$ cat src/rtl/hazard_scoreboard_pkg.sv
// Opcode encodings and opcode-classification helpers shared by the hazard
// scoreboard and its bench.
package hazard_scoreboard_pkg;

  localparam logic [6:0] OPCODE_LOAD   = 7'b0000011;
  localparam logic [6:0] OPCODE_OPIMM  = 7'b0010011;
  localparam logic [6:0] OPCODE_AUIPC  = 7'b0010111;
  localparam logic [6:0] OPCODE_STORE  = 7'b0100011;
  localparam logic [6:0] OPCODE_OP     = 7'b0110011;
  localparam logic [6:0] OPCODE_LUI    = 7'b0110111;
  localparam logic [6:0] OPCODE_BRANCH = 7'b1100011;
  localparam logic [6:0] OPCODE_JALR   = 7'b1100111;
  localparam logic [6:0] OPCODE_JAL    = 7'b1101111;

  typedef enum logic [1:0] {OPC_NONE, OPC_ALU, OPC_LOAD, OPC_MUL} op_class_e;

  function automatic logic uses_rs1(input logic [6:0] opcode);
    case (opcode)
      OPCODE_OP, OPCODE_STORE, OPCODE_BRANCH,
      OPCODE_OPIMM, OPCODE_LOAD, OPCODE_JALR: return 1'b1;
      default:                                return 1'b0;
    endcase
  endfunction

  function automatic logic uses_rs2(input logic [6:0] opcode);
    case (opcode)
      OPCODE_OP, OPCODE_STORE, OPCODE_BRANCH: return 1'b1;
      default:                                return 1'b0;
    endcase
  endfunction

  function automatic logic writes_rd(input logic [6:0] opcode);
    case (opcode)
      OPCODE_OP, OPCODE_OPIMM, OPCODE_LOAD, OPCODE_LUI,
      OPCODE_AUIPC, OPCODE_JAL, OPCODE_JALR: return 1'b1;
      default:                               return 1'b0;
    endcase
  endfunction

  // The M-extension flag only matters for register-register ops.
  function automatic op_class_e op_class(input logic [6:0] opcode, input logic is_mul);
    case (opcode)
      OPCODE_OP:    return is_mul ? OPC_MUL : OPC_ALU;
      OPCODE_LOAD:  return OPC_LOAD;
      OPCODE_OPIMM, OPCODE_LUI, OPCODE_AUIPC,
      OPCODE_JAL, OPCODE_JALR: return OPC_ALU;
      default:      return OPC_NONE;
    endcase
  endfunction

  function automatic int max_int(input int a, input int b);
    return (a > b) ? a : b;
  endfunction

endpackage

$ cat src/rtl/hazard_scoreboard_if.sv
// ID-stage view of the hazard scoreboard: decoded operands in, stall and
// per-register busy flags out.
interface hazard_scoreboard_if #(
  parameter int NUM_REGS = 32,
  parameter int ADDR_W   = 5
);
  logic                id_valid_ip;
  logic [6:0]          id_instr_opcode_ip;
  logic                id_is_mul_ip;
  logic [ADDR_W-1:0]   id_src1_addr_ip;
  logic [ADDR_W-1:0]   id_src2_addr_ip;
  logic [ADDR_W-1:0]   id_dest_addr_ip;
  logic                flush_ip;
  logic                stall_op;
  logic [NUM_REGS-1:0] busy_vec_op;

  modport master (
    output id_valid_ip, id_instr_opcode_ip, id_is_mul_ip,
           id_src1_addr_ip, id_src2_addr_ip, id_dest_addr_ip, flush_ip,
    input  stall_op, busy_vec_op
  );

  modport slave (
    input  id_valid_ip, id_instr_opcode_ip, id_is_mul_ip,
           id_src1_addr_ip, id_src2_addr_ip, id_dest_addr_ip, flush_ip,
    output stall_op, busy_vec_op
  );
endinterface

$ cat src/rtl/hazard_scoreboard_lat_counter.sv
// Per-register countdown of cycles until an in-flight result is consumable.
// Priority: reset, clear (flush), load (issue), then decrement.
module hazard_lat_counter #(
  parameter int LAT_W = 2
) (
  input  logic             clk,
  input  logic             reset,
  input  logic             clear,
  input  logic             load,
  input  logic [LAT_W-1:0] load_val,
  output logic [LAT_W-1:0] cnt,
  output logic             nonzero
);

  always_ff @(posedge clk) begin
    if (!reset)          cnt <= '0;
    else if (clear)      cnt <= '0;
    else if (load)       cnt <= load_val;
    else if (cnt != '0)  cnt <= cnt - 1'b1;
  end

  assign nonzero = |cnt;

endmodule

$ cat src/rtl/hazard_scoreboard.sv
// ID-stage RAW/WAW hazard scoreboard with per-register latency countdowns.
// Optional build macro HAZARD_PERF_CNT_EN adds saturating stall counters.
module hazard_scoreboard
  import hazard_scoreboard_pkg::*;
#(
  parameter int NUM_REGS   = 32,
  parameter int ADDR_W     = 5,
  parameter int FORWARD_EN = 1,
  parameter int LOAD_LAT   = 1,
  parameter int MUL_LAT    = 3,
  parameter int WB_DIST    = 3
`ifdef HAZARD_PERF_CNT_EN
  ,
  parameter int CNT_W      = 32
`endif
) (
  input  logic             clk,
  input  logic             reset,
  hazard_scoreboard_if.slave bus
`ifdef HAZARD_PERF_CNT_EN
  ,
  output logic [CNT_W-1:0] stall_cycle_cnt_op,
  output logic [CNT_W-1:0] raw_stall_cnt_op,
  output logic [CNT_W-1:0] waw_stall_cnt_op
`endif
);

  // Without forwarding every consumer also waits for writeback.
  localparam int EXTRA_LAT = (FORWARD_EN != 0) ? 0 : WB_DIST;
  localparam int ALU_L     = EXTRA_LAT;
  localparam int LOAD_L    = LOAD_LAT + EXTRA_LAT;
  localparam int MUL_L     = MUL_LAT + EXTRA_LAT;
  localparam int MAX_LAT   = max_int(ALU_L, max_int(LOAD_L, MUL_L));
  localparam int LAT_W     = (MAX_LAT > 0) ? $clog2(MAX_LAT + 1) : 1;

  op_class_e                        op_cls;
  logic                             use_rs1;
  logic                             use_rs2;
  logic                             wr_rd;
  logic [LAT_W-1:0]                 issue_lat;
  logic                             raw;
  logic                             waw;
  logic                             stall;
  logic                             issue;
  logic [NUM_REGS-1:1]              load_vec;
  logic [NUM_REGS-1:0]              busy_vec;
  logic [NUM_REGS-1:1][LAT_W-1:0]   cnt;

  always_comb begin
    op_cls  = op_class(bus.id_instr_opcode_ip, bus.id_is_mul_ip);
    use_rs1 = uses_rs1(bus.id_instr_opcode_ip);
    use_rs2 = uses_rs2(bus.id_instr_opcode_ip);
    wr_rd   = writes_rd(bus.id_instr_opcode_ip);
    case (op_cls)
      OPC_MUL:  issue_lat = LAT_W'(MUL_L);
      OPC_LOAD: issue_lat = LAT_W'(LOAD_L);
      OPC_ALU:  issue_lat = LAT_W'(ALU_L);
      default:  issue_lat = '0;
    endcase
  end

  // x0 is never tracked, and addresses beyond NUM_REGS-1 never match.
  always_comb begin
    raw = 1'b0;
    waw = 1'b0;
    for (int r = 1; r < NUM_REGS; r++) begin
      if (use_rs1 && bus.id_src1_addr_ip == ADDR_W'(r) && busy_vec[r]) raw = 1'b1;
      if (use_rs2 && bus.id_src2_addr_ip == ADDR_W'(r) && busy_vec[r]) raw = 1'b1;
      if (wr_rd && bus.id_dest_addr_ip == ADDR_W'(r) && cnt[r] > issue_lat) waw = 1'b1;
    end
  end

  assign stall = bus.id_valid_ip & ~bus.flush_ip & reset & (raw | waw);
  assign issue = bus.id_valid_ip & ~stall & ~bus.flush_ip & wr_rd &
                 (bus.id_dest_addr_ip != '0);

  always_comb begin
    load_vec = '0;
    for (int r = 1; r < NUM_REGS; r++) begin
      load_vec[r] = issue && (bus.id_dest_addr_ip == ADDR_W'(r));
    end
  end

  assign busy_vec[0] = 1'b0;

  for (genvar r = 1; r < NUM_REGS; r++) begin : g_reg
    hazard_lat_counter #(.LAT_W(LAT_W)) u_cnt (
      .clk      (clk),
      .reset    (reset),
      .clear    (bus.flush_ip),
      .load     (load_vec[r]),
      .load_val (issue_lat),
      .cnt      (cnt[r]),
      .nonzero  (busy_vec[r])
    );
  end

  assign bus.stall_op    = stall;
  assign bus.busy_vec_op = busy_vec;

`ifdef HAZARD_PERF_CNT_EN
  localparam logic [CNT_W-1:0] CNT_MAX = '1;

  // RAW wins attribution when both causes are present in the same cycle.
  always_ff @(posedge clk) begin
    if (!reset) begin
      stall_cycle_cnt_op <= '0;
      raw_stall_cnt_op   <= '0;
      waw_stall_cnt_op   <= '0;
    end else if (stall) begin
      if (stall_cycle_cnt_op != CNT_MAX) stall_cycle_cnt_op <= stall_cycle_cnt_op + CNT_W'(1);
      if (raw) begin
        if (raw_stall_cnt_op != CNT_MAX) raw_stall_cnt_op <= raw_stall_cnt_op + CNT_W'(1);
      end else if (waw_stall_cnt_op != CNT_MAX) begin
        waw_stall_cnt_op <= waw_stall_cnt_op + CNT_W'(1);
      end
    end
  end
`else
  // Performance counters are not built; hazard behaviour is unchanged.
`endif

endmodule

$ cat src/flat_wrapper.sv
// flat-port wrapper written by rule: the top's interface ports become plain ports
module hazard_scoreboard_flat import hazard_scoreboard_pkg::*;
#(
  parameter int NUM_REGS   = 32,
  parameter int ADDR_W     = 5,
  parameter int FORWARD_EN = 1,
  parameter int LOAD_LAT   = 1,
  parameter int MUL_LAT    = 3,
  parameter int WB_DIST    = 3

)
  (clk, reset, bus_id_valid_ip, bus_id_instr_opcode_ip, bus_id_is_mul_ip, bus_id_src1_addr_ip, bus_id_src2_addr_ip, bus_id_dest_addr_ip, bus_flush_ip, bus_stall_op, bus_busy_vec_op);
  hazard_scoreboard_if #(.NUM_REGS(NUM_REGS), .ADDR_W(ADDR_W)) bus_i ();
  input  logic clk;
  input  logic reset;
  input wire logic [$bits(bus_i.id_valid_ip)-1:0] bus_id_valid_ip;
  input wire logic [$bits(bus_i.id_instr_opcode_ip)-1:0] bus_id_instr_opcode_ip;
  input wire logic [$bits(bus_i.id_is_mul_ip)-1:0] bus_id_is_mul_ip;
  input wire logic [$bits(bus_i.id_src1_addr_ip)-1:0] bus_id_src1_addr_ip;
  input wire logic [$bits(bus_i.id_src2_addr_ip)-1:0] bus_id_src2_addr_ip;
  input wire logic [$bits(bus_i.id_dest_addr_ip)-1:0] bus_id_dest_addr_ip;
  input wire logic [$bits(bus_i.flush_ip)-1:0] bus_flush_ip;
  output wire logic [$bits(bus_i.stall_op)-1:0] bus_stall_op;
  output wire logic [$bits(bus_i.busy_vec_op)-1:0] bus_busy_vec_op;
  assign bus_i.id_valid_ip = bus_id_valid_ip;
  assign bus_i.id_instr_opcode_ip = bus_id_instr_opcode_ip;
  assign bus_i.id_is_mul_ip = bus_id_is_mul_ip;
  assign bus_i.id_src1_addr_ip = bus_id_src1_addr_ip;
  assign bus_i.id_src2_addr_ip = bus_id_src2_addr_ip;
  assign bus_i.id_dest_addr_ip = bus_id_dest_addr_ip;
  assign bus_i.flush_ip = bus_flush_ip;
  assign bus_stall_op = bus_i.stall_op;
  assign bus_busy_vec_op = bus_i.busy_vec_op;
  hazard_scoreboard #(.NUM_REGS(NUM_REGS), .ADDR_W(ADDR_W), .FORWARD_EN(FORWARD_EN), .LOAD_LAT(LOAD_LAT), .MUL_LAT(MUL_LAT), .WB_DIST(WB_DIST)) u_core (.clk(clk), .reset(reset), .bus(bus_i));
endmodule
$ cat config.mk
export PLATFORM = sky130hd
export DESIGN_NAME = hazard_scoreboard_flat
export DESIGN_NICKNAME = d
export VERILOG_FILES = /design/src/rtl/hazard_scoreboard_pkg.sv /design/src/rtl/hazard_scoreboard_if.sv /design/src/rtl/hazard_scoreboard_lat_counter.sv /design/src/rtl/hazard_scoreboard.sv /design/src/flat_wrapper.sv
export SDC_FILE = /design/constraint.sdc
export NUM_CORES = 1
export LEC_CHECK = 0
export ABC_AREA = 0
export CAP_MARGIN = 25
export CORE_MARGIN = 2
export CORE_UTILIZATION = 60
export DETAILED_ROUTE_END_ITERATION = 16
export HOLD_SLACK_MARGIN = 0.08
export PLACE_DENSITY = 0.82
export RECOVER_POWER = 50
export SYNTH_ARGS = -nofsm -noshare
export SYNTH_HDL_FRONTEND = slang
export SYNTH_HIERARCHICAL = 1
export SYNTH_SLANG_ARGS = --single-unit
$ cat constraint.sdc
create_clock -name clk -period 7.2 [get_ports clk]
set_input_delay 1.44 -clock clk [delete_from_list [all_inputs] [get_ports clk]]
set_output_delay 1.44 -clock clk [all_outputs]
set_load 0.05 [all_outputs]
==> impl_metrics.ini, run 1 <==
[synthesis]
yosys.area.top_type_share = 0.176
synth_edf_count = 0
synth_warnings = 6
syn_inst = 862
synth_cell_types = 63
ys.flop_type = dfxtp_1
avgSynthCellArea_sq_um = 8.18
synth_top_area_cell = dfxtp_1
synth_nets = 982
syn_area_sq_um = 7050
synthArstFlopShare = 0
synth_area_leaders = dfxtp_1, ha_1, inv_1
ys_ff_latch = 62
yosysSeqAreaShare = 0.176

[worst_setup_path]
r2r-start = u_core/g_reg[8].u_cnt/cnt[0]
worstPathRequired_ns = 5.76
worstPathMaxFanout = 32
critPathLaunch = bus_id_instr_opcode_ip[0]
critPathArrivalTime_ns = 5.21
timing_worst_setup_path_type = input port to output port
end_kind = output port
reg2reg_slack_ns = 3.06
start_kind = input port
r2r-end = u_core/g_reg[23].u_cnt/cnt[1]
crit_end = bus_stall_op
reg2reg_depth = 14

[timing]
clock_skew_ns = 0.00760
hold_viol = 0
drv_slew = 0
max_slew_margin = 0.222
rsz0062_at_grt = false
max_freq_mhz = 150
final-setup-viol-count = 0
min_period_ns = 6.65
worst_pin_slew_ns = 1.17
finalWorstSetupSlack_ns = 0.551
fin_crit_sh = 0.923
setup_tns_ns = 0

[routing]
ant_nets = 0
first_pass_iters = 5
viasPerCell = 6.22
drt_iter0_markers = 612
drc_errors = 0
dr_total_vias = 6616
wl_per_cell_um = 18.2
routed_wl_mm = 19.3

[clocking]
cts_buffer_depth = 2
cts_resized = 0
clkSinkCount = 62
tritoncts = done
clk_pin_slew_ns = 0.06
post_cts_buffers = 0
hold_buffers = 0
numCtsBuffers = 9
cts-root-buf = clkbuf_16
clk_latency_ns = 0.34
htreeDepth = 3

[grt]
gr-usage-all-layers = 0.310
grt_antenna_before_repair = 0
grt_pass1_wl_mm = 31.8
grt_pass1_vias = 6258
grt_max_degree = 94
grt.overflow.total = 0

[power_and_ir_drop]
peakVddDrop_uv = 129
switchingPower_uw = 236
power.total_uw = 886
pwr-share-seq = 0.387
p_per_area_nw_per_um2 = 111
clockPowerShare = 0.491
power.internal_uw = 651
combPwrFrac = 0.122
switching_share = 0.266
leakagePower_nw = 3.05

[floorplan]
die_w_um = 112
dieHeight_um = 112
core-area_sq_um = 11500
dieArea_sq_um = 12600
io_pins = 60
initial_core_util = 0.615
num_rows = 39

[layout]
num_antenna_cells = 0
nets = 1035
final_common_cell = inv_1
fillers = 968
largest-register = u_core/g.u_cnt/cnt
largest_register_ffs = 62
final_cell_mix = inv_1, ha_1, nor2b_1
reg_top3 = u_core/g.u_cnt/cnt (62)
drive_gt1_frac = 0.0848
syn2layout_area_growth_pct = 13.0

[placed_design]
place_hpwl_mm = 14.2
io_buffers = 58
gp_congestion = 0.917
pre_cts_ws_ns = 0.598

[status]
outcome = complete, no violations

[min_path]
hold_class = register to register

[flow_run]
maxCapViolations = 0
## critical path, stage by stage
cell and delay (ns):
dlygate4sd3_1 0.52, nand2_1 0.07, or2_2 0.31, or4_1 0.49, buf_4 0.30, ha_1 0.37
nor2b_1 0.14, o211ai_1 0.18, nand4_1 0.15, a22oi_1 0.27, o32ai_1 0.14, nor4_1 0.36
nand2b_1 0.16, a21oi_1 0.09, buf_4 0.22
## power groups by stage
stage	clock network (mW)	registers, mW	logic [mW]
CTS	0.439	0.343	0.107
floorplan	0	0.351	0.0640
finish	0.435	0.343	0.108
detailed placement	0	0.351	0.107
global route	0.456	0.343	0.116
global placement	0	0.351	0.105
## metal layers
| metal | wire length (um) | track usage |
|---|---|---|
| met5 | 0 | 0 |
| met2 | 9110 | 0.521 |
| met1 | 8340 | 0.398 |
| met4 | 510 | 0.104 |
| met3 | 1340 | 0.0643 |
## kinds of logic after synthesis
kind of cell | Yosys count | synth area share
DFF | 62 | 0.176
muxes | 17 | 0.0264
and+or+nand+nor | 315 | 0.315
AOI/OAI and AO/OA | 166 | 0.178
adders and majority gates | 93 | 0.165
buffers and inverters | 177 | 0.101
other | 1 | 0.000532
xor gates and xnor gates | 31 | 0.0385
## stage by stage
step,hold slack (ns),utilization,cell area [sq um],instances
after floorplan,0.530,-,7050,862
after global placement,0.553,0.676,7750,1047
after detailed placement,0.555,0.676,7750,1047
after CTS,0.573,0.701,8040,1063
after global routing,0.586,0.695,7970,1063
final,0.561,0.695,7970,1063
## cell type report
class	instances	area, sq um	share of cell area
inverters	150	563	0.0706
flip-flops and latches	62	1240	0.156
multi-input cells	623	5040	0.632
repair buffers	69	663	0.0832
clock inverters	4	47.5	0.00596
clock buffers	12	236	0.0297
well taps	143	179	0.0224
## how the worst min path moves through the flow
stage | startpoint | to | slack (ns) | depth (start not counted)
floorplan | u_core/g_reg[10].u_cnt/cnt[0] | u_core/g_reg[10].u_cnt/cnt[0] | 0.53 | 2
global placement | u_core/g_reg[29].u_cnt/cnt[0] | u_core/g_reg[29].u_cnt/cnt[0] | 0.55 | 2
detailed placement | u_core/g_reg[10].u_cnt/cnt[0] | u_core/g_reg[10].u_cnt/cnt[0] | 0.55 | 2
CTS | u_core/g_reg[10].u_cnt/cnt[0] | u_core/g_reg[10].u_cnt/cnt[0] | 0.57 | 2
global route | u_core/g_reg[31].u_cnt/cnt[0] | u_core/g_reg[31].u_cnt/cnt[0] | 0.59 | 2
finish | u_core/g_reg[26].u_cnt/cnt[1] | u_core/g_reg[26].u_cnt/cnt[1] | 0.56 | 2
## Yosys cell counts, drive strengths merged, types with 2 or more instances
master	instances
a2111oi	3
a211oi	13
a21o	2
a21oi	28
a22oi	3
a31oi	6
and3b	2
buf	16
clkbuf	11
dfxtp	62
ha	93
inv	150
mux2	3
mux2i	13
nand2	49
nand2b	6
nand3	14
nand3b	3
nand4	4
nand4b	63
nor2	11
nor2b	82
nor3	7
nor3b	3
nor4	21
nor4b	14
o2111ai	2
o211ai	10
o21ai	42
o21bai	3
o22ai	5
o31ai	34
o32ai	4
or3b	31
xor2	31
(Power assumes the default switching activity.)
==> run 2, diff against run 1 <==
--- a/config.mk
+++ b/config.mk
@@ -10,9 +10,9 @@
 export CORE_MARGIN = 2
 export CORE_UTILIZATION = 60
 export DETAILED_ROUTE_END_ITERATION = 16
-export HOLD_SLACK_MARGIN = 0.08
+export HOLD_SLACK_MARGIN = 0.12
 export PLACE_DENSITY = 0.82
-export RECOVER_POWER = 50
+export RECOVER_POWER = 100
 export SYNTH_ARGS = -nofsm -noshare
 export SYNTH_HDL_FRONTEND = slang
 export SYNTH_HIERARCHICAL = 1
==> constraint.sdc (replaced) <==
create_clock -name clk -period 6.6 [get_ports clk]
set_input_delay 1.32 -clock clk [delete_from_list [all_inputs] [get_ports clk]]
set_output_delay 1.32 -clock clk [all_outputs]
set_load 0.05 [all_outputs]
==> run 2 against run 1 <==
Effect of this change:
- die area is the same
- cell count about the same
- setup slack worse by 0.29 ns
- clock-buffer cell count rose by 1
- clock skew is 0.0016 ns higher
- utilization is 0.73 points lower
- wire length up 2.4%
- via count grew 1.0%
- first-iteration DRC count down 4.1%
- register-to-register slack worse by 0.63 ns
- largest power group unchanged
==> impl_metrics.ini, run 2 (synthesis gave the netlist of run 1 again) <==
[status]
outcome = complete, no violations

[floorplan]
core-area_sq_um = 11500
die_w_um = 112
io_pins = 60
dieArea_sq_um = 12600
num_rows = 39
initial_core_util = 0.615
dieHeight_um = 112

[worst_setup_path]
r2r-start = u_core/g_reg[20].u_cnt/cnt[1]
crit_family = simple AND/OR/NAND/NOR gates
start_kind = input port
worstPathRequired_ns = 5.28
worst_path_max_delay_cell = dlygate4sd3_1
max_stage_delay_ns = 0.52
cp_cell_sequence = dlygate4sd3_1 > nand2_1 > or2_2 > or4_1 > buf_4 > ha_1 > nor2b_1 > o211ai_1 > nand4_1 > a22oi_1 > o32ai_1 > nor4_2 > nand2b_1 > a21oi_1 > buf_2
reg2reg_slack_ns = 2.43
critPathArrivalTime_ns = 5.02
crit_buf_inv = 3
end_kind = output port
worstPathMaxFanout = 32
reg2reg_depth = 14
r2r-end = u_core/g_reg[26].u_cnt/cnt[0]
timing_worst_setup_path_type = input port to output port

[grt]
grt_pass1_vias = 6327
grt_pass1_wl_mm = 32.2
grt.overflow.total = 0
grt_max_degree = 54
grt_antenna_before_repair = 0
gr-usage-all-layers = 0.317

[routing]
routed_wl_mm = 19.8
wl_per_cell_um = 18.6
drc_errors = 0
dr_total_vias = 6683
first_pass_iters = 6
ant_nets = 0
drt_iter0_markers = 587
viasPerCell = 6.28

[clocking]
numCtsBuffers = 9
htreeDepth = 3
tritoncts = done
cts_buffer_depth = 2
post_cts_buffers = 0
clkSinkCount = 62
clk_pin_slew_ns = 0.05
hold_buffers = 0
cts-root-buf = clkbuf_16
clk_latency_ns = 0.35
cts_resized = 0

[timing]
final-setup-viol-count = 0
fin_crit_sh = 0.960
drv_slew = 0
max_slew_margin = 0.426
worst_pin_slew_ns = 0.858
hold_viol = 0
rsz0062_at_grt = false
holdWs_ns = 0.558
min_period_ns = 6.34
max_freq_mhz = 158
setup_tns_ns = 0
clock_skew_ns = 0.00917

[layout]
final_cell_area_sq_um = 7890
syn2layout_area_growth_pct = 11.8
fillers = 988
reg_top3 = u_core/g.u_cnt/cnt (62)
num_antenna_cells = 0
largest-register = u_core/g.u_cnt/cnt
final_cell_mix = inv_1, ha_1, nor2b_1
final_common_cell = inv_1
nets = 1036
drive_gt1_frac = 0.0717
utilization = 0.688
largest_register_ffs = 62

[min_path]
hold_end = u_core/g_reg[13].u_cnt/cnt[1]
hold_class = register to register
holdCritStartpoint = u_core/g_reg[13].u_cnt/cnt[1]
whs_path_depth = 2

[flow_run]
maxCapViolations = 0

[power_and_ir_drop]
peakVddDrop_uv = 112
power.total_uw = 958
leakagePower_nw = 3.05
p_per_area_nw_per_um2 = 121

[placed_design]
gp_congestion = 0.923
place_hpwl_mm = 14.5
io_buffers = 58
placed_area_sq_um = 7750
[run 2: worst register-to-register path: cells and delay by family (launching register included)]
| family | cells | cell delay, ns |
|---|---|---|
| AND/OR/NAND/NOR | 4 | 1.70 |
| AO/OA/AOI/OAI | 6 | 1.20 |
| flip-flops | 1 | 0.35 |
| buffers and inverters | 3 | 0.59 |
| adder cells (fa/ha/maj) | 1 | 0.21 |
[run 2: how the worst max path moves through the flow]
stage / from / end / slack, ns / depth (start not counted)
after floorplan: bus_id_instr_opcode_ip[0] / bus_stall_op / 0.22 / 10
after global placement: bus_id_instr_opcode_ip[0] / bus_stall_op / 0.34 / 15
after detailed placement: bus_id_instr_opcode_ip[1] / bus_stall_op / 0.25 / 15
after CTS: bus_id_instr_opcode_ip[1] / bus_stall_op / 0.24 / 15
after global routing: bus_id_instr_opcode_ip[0] / bus_stall_op / 0.08 / 15
final: bus_id_instr_opcode_ip[0] / bus_stall_op / 0.26 / 15
[run 2: layout make-up]
class / count / area [sq um] / area share
clock buffer: 13 / 270 / 0.0343
clock inverter: 3 / 17.5 / 0.00222
inverter: 150 / 563 / 0.0714
multi-input combinational: 623 / 4950 / 0.628
sequential: 62 / 1240 / 0.157
tap: 143 / 179 / 0.0227
timing repair buffer: 70 / 666 / 0.0844
[run 2: power breakdown]
part | total, mW | internal, mW | switching (mW)
sequential | 0.374 | 0.374 | 0.00000354
clock | 0.469 | 0.284 | 0.185
combinational | 0.115 | 0.0439 | 0.0706
total | 0.958 | 0.702 | 0.256
[run 2: metrics by stage]
stage,std cells,setup slack (ns)
after CTS,1063,0.235
after global placement,1047,0.339
after detailed placement,1047,0.253
after global routing,1064,0.0786
after floorplan,862,0.218
final,1064,0.263
[run 2: layer usage]
metal  GRT usage  wire length [um]  up-vias
li1            -                 -     3215
met1       0.417              8520     3126
met2       0.506              9000      290
met3      0.0508              1470       52
met4       0.156               770        0
met5           0                 0        -
==> run 3, diff against run 2 <==
--- a/config.mk
+++ b/config.mk
@@ -5,13 +5,14 @@
 export SDC_FILE = /design/constraint.sdc
 export NUM_CORES = 1
 export LEC_CHECK = 0
-export ABC_AREA = 0
+export ABC_AREA = 1
 export CAP_MARGIN = 25
 export CORE_MARGIN = 2
-export CORE_UTILIZATION = 60
+export CORE_UTILIZATION = 61
+export CTS_BUF_LIST = sky130_fd_sc_hd__clkbuf_16
 export DETAILED_ROUTE_END_ITERATION = 16
 export HOLD_SLACK_MARGIN = 0.12
-export PLACE_DENSITY = 0.82
+export PLACE_DENSITY = 0.83
 export RECOVER_POWER = 100
 export SYNTH_ARGS = -nofsm -noshare
 export SYNTH_HDL_FRONTEND = slang
==> run 3 against run 2 <==
Effect of this change:
- cell count is 54% higher
- highest routed layer unchanged
- clock power is 6.0% higher
- setup slack better by 0.32 ns
- register-to-register slack better by 0.86 ns
- largest power group unchanged
- power is 0.81% higher
- hold slack better by 0.036 ns
- combinational power is 18% lower
==> impl_metrics.ini, run 3 <==
[synthesis]
syn_area_sq_um = 7690
synth_nets = 1518
ys.flop_type = dfxtp_1
synth_top_area_cell = nand2_1
synthArstFlopShare = 0
synth_cell_types = 29
yosysMostFrequentCell = nand2_1
yosys.area.top_type_share = 0.196
synth_area_leaders = nand2_1, inv_1, dfxtp_1
yosysSeqAreaShare = 0.161
syn_inst = 1398
ys_ff_latch = 62
synth_edf_count = 0
avgSynthCellArea_sq_um = 5.50
synth_commonest_cells = nand2_1, inv_1, nand3_1
synth_warnings = 6

[clocking]
htreeDepth = 3
cts_buffer_depth = 2
numCtsBuffers = 9
post_cts_buffers = 0
clk_pin_slew_ns = 0.05
clk_latency_ns = 0.34
cts_resized = 0
tritoncts = done
hold_buffers = 0
cts-root-buf = clkbuf_16
clkSinkCount = 62

[timing]
hold_viol = 0
min_period_ns = 6.01
final-setup-viol-count = 0
max_slew_margin = 0.493
rsz0062_at_grt = false
setup_tns_ns = 0
max_freq_mhz = 166
clock_skew_ns = 0.00719
fin_crit_sh = 0.911
worst_pin_slew_ns = 0.757
drv_slew = 0

[worst_setup_path]
worst_path_max_delay_cell = dlygate4sd3_1
start_kind = input port
crit_family = simple AND/OR/NAND/NOR gates
crit_buf_inv = 8
max_stage_delay_ns = 0.59
worstPathRequired_ns = 5.28
worstPathMaxFanout = 55
reg2reg_slack_ns = 3.29
end_kind = output port
timing_worst_setup_path_type = input port to output port
cpMostUsedCell = nand2_1
critPathArrivalTime_ns = 4.69

[power_and_ir_drop]
power.total_uw = 966
leakagePower_nw = 4.91
peakVddDrop_uv = 123
p_per_area_nw_per_um2 = 112

[layout]
drive_gt1_frac = 0.0540
final_cell_area_sq_um = 8650
final_common_cell = nand2_1
final_cells = 1634
multi_input_area_sq_um = 4750
utilization = 0.694
largest_register_ffs = 62
seq_area_sq_um = 1240
nets = 1580
final_cell_mix = nand2_1, inv_1, nor2_1, nand3_1, ha_1
num_antenna_cells = 0
reg_top3 = u_core/g.u_cnt/cnt (62)
fillers = 1192
largest-register = u_core/g.u_cnt/cnt
syn2layout_area_growth_pct = 12.5

[grt]
grt_pass1_vias = 7193
grt_pass1_wl_mm = 32.0
grt_max_degree = 56
grt.overflow.total = 0
grt_antenna_before_repair = 0
gr-usage-all-layers = 0.301

[placed_design]
gp_congestion = 0.982
placed_area_sq_um = 8440
dp_cells = 1621
io_buffers = 58
place_hpwl_mm = 15.0

[routing]
drt_iter0_markers = 473
wl_per_cell_um = 12.2
first_pass_iters = 6
drc_errors = 0
viasPerCell = 5.00
dr_total_vias = 8173
ant_nets = 0
routed_wl_mm = 20.0

[floorplan]
core-area_sq_um = 12500
io_pins = 60
die_w_um = 116
dieArea_sq_um = 13500
initial_core_util = 0.617
num_rows = 41
dieHeight_um = 116

[min_path]
hold_class = register to register

[flow_run]
maxCapViolations = 0

[status]
outcome = complete, no violations
-- run 3: cell count changes after synthesis, sizes merged, moves of 38 or more --
cell,delta
inv,+250
nand2,+360
nand3,+147
nand4b,-63
nor2,+186
nor2b,-82
o21ai,-38
-- run 3: cell type report --
class                           instances  area share
Tap cell                              172      0.0249
Clock buffer                            9      0.0260
Timing Repair Buffer                   63      0.0741
Sequential cell                        62       0.144
Clock inverter                          4     0.00781
Inverter                              401       0.174
Multi-Input combinational cell        923       0.550
-- run 3: per-stage QoR --
stage          worst slack (ns)  hold slack (ns)
2_1_floorplan             0.137            0.557
3_3_place_gp              0.918            0.582
3_5_place_dp              0.823            0.588
4_1_cts                   0.811            0.597
5_1_grt                   0.260            0.624
6_report                  0.588            0.594
-- run 3: tightest hold or removal path, cell delays in order (launching register included) --
cell and delay [ns]:
dfxtp_1 0.32, nand3_1 0.08, nand3_1 0.07, nand2_1 0.05
inv_1 0.03
-- run 3: power breakdown --
part	internal [mW]	switching (mW)	total [mW]
clock	0.321	0.176	0.497
sequential	0.375	0.00000285	0.375
combinational	0.0300	0.0642	0.0942
total	0.726	0.240	0.966
-- run 3: kinds of logic after synthesis --
logic type / Yosys count / share of synthesized area
buffers and inverters: 413 / 0.210
and+or+nand+nor: 791 / 0.444
AOI/OAI and AO/OA: 38 / 0.0327
adders and majority gates: 93 / 0.151
other: 1 / 0.000488
DFF: 62 / 0.161
-- run 3: final timing paths --
check / startpoint / to / cells past startpoint
worst min-delay path: u_core/g_reg[20].u_cnt/cnt[1] / u_core/g_reg[20].u_cnt/cnt[1] / 4
worst min register to register: u_core/g_reg[20].u_cnt/cnt[1] / u_core/g_reg[20].u_cnt/cnt[1] / 4
worst max register to register: u_core/g_reg[4].u_cnt/cnt[0] / u_core/g_reg[3].u_cnt/cnt[1] / 21
worst max-delay path: bus_id_instr_opcode_ip[4] / bus_stall_op / 25
-- run 3: layer usage --
metal	GRT usage	vias up	part of all wire	wire length [um]
li1	-	4266	-	-
met1	0.364	3549	0.42	8440
met2	0.512	295	0.46	9140
met3	0.0695	63	0.085	1700
met4	0.127	0	0.035	708
met5	0	-	0	0
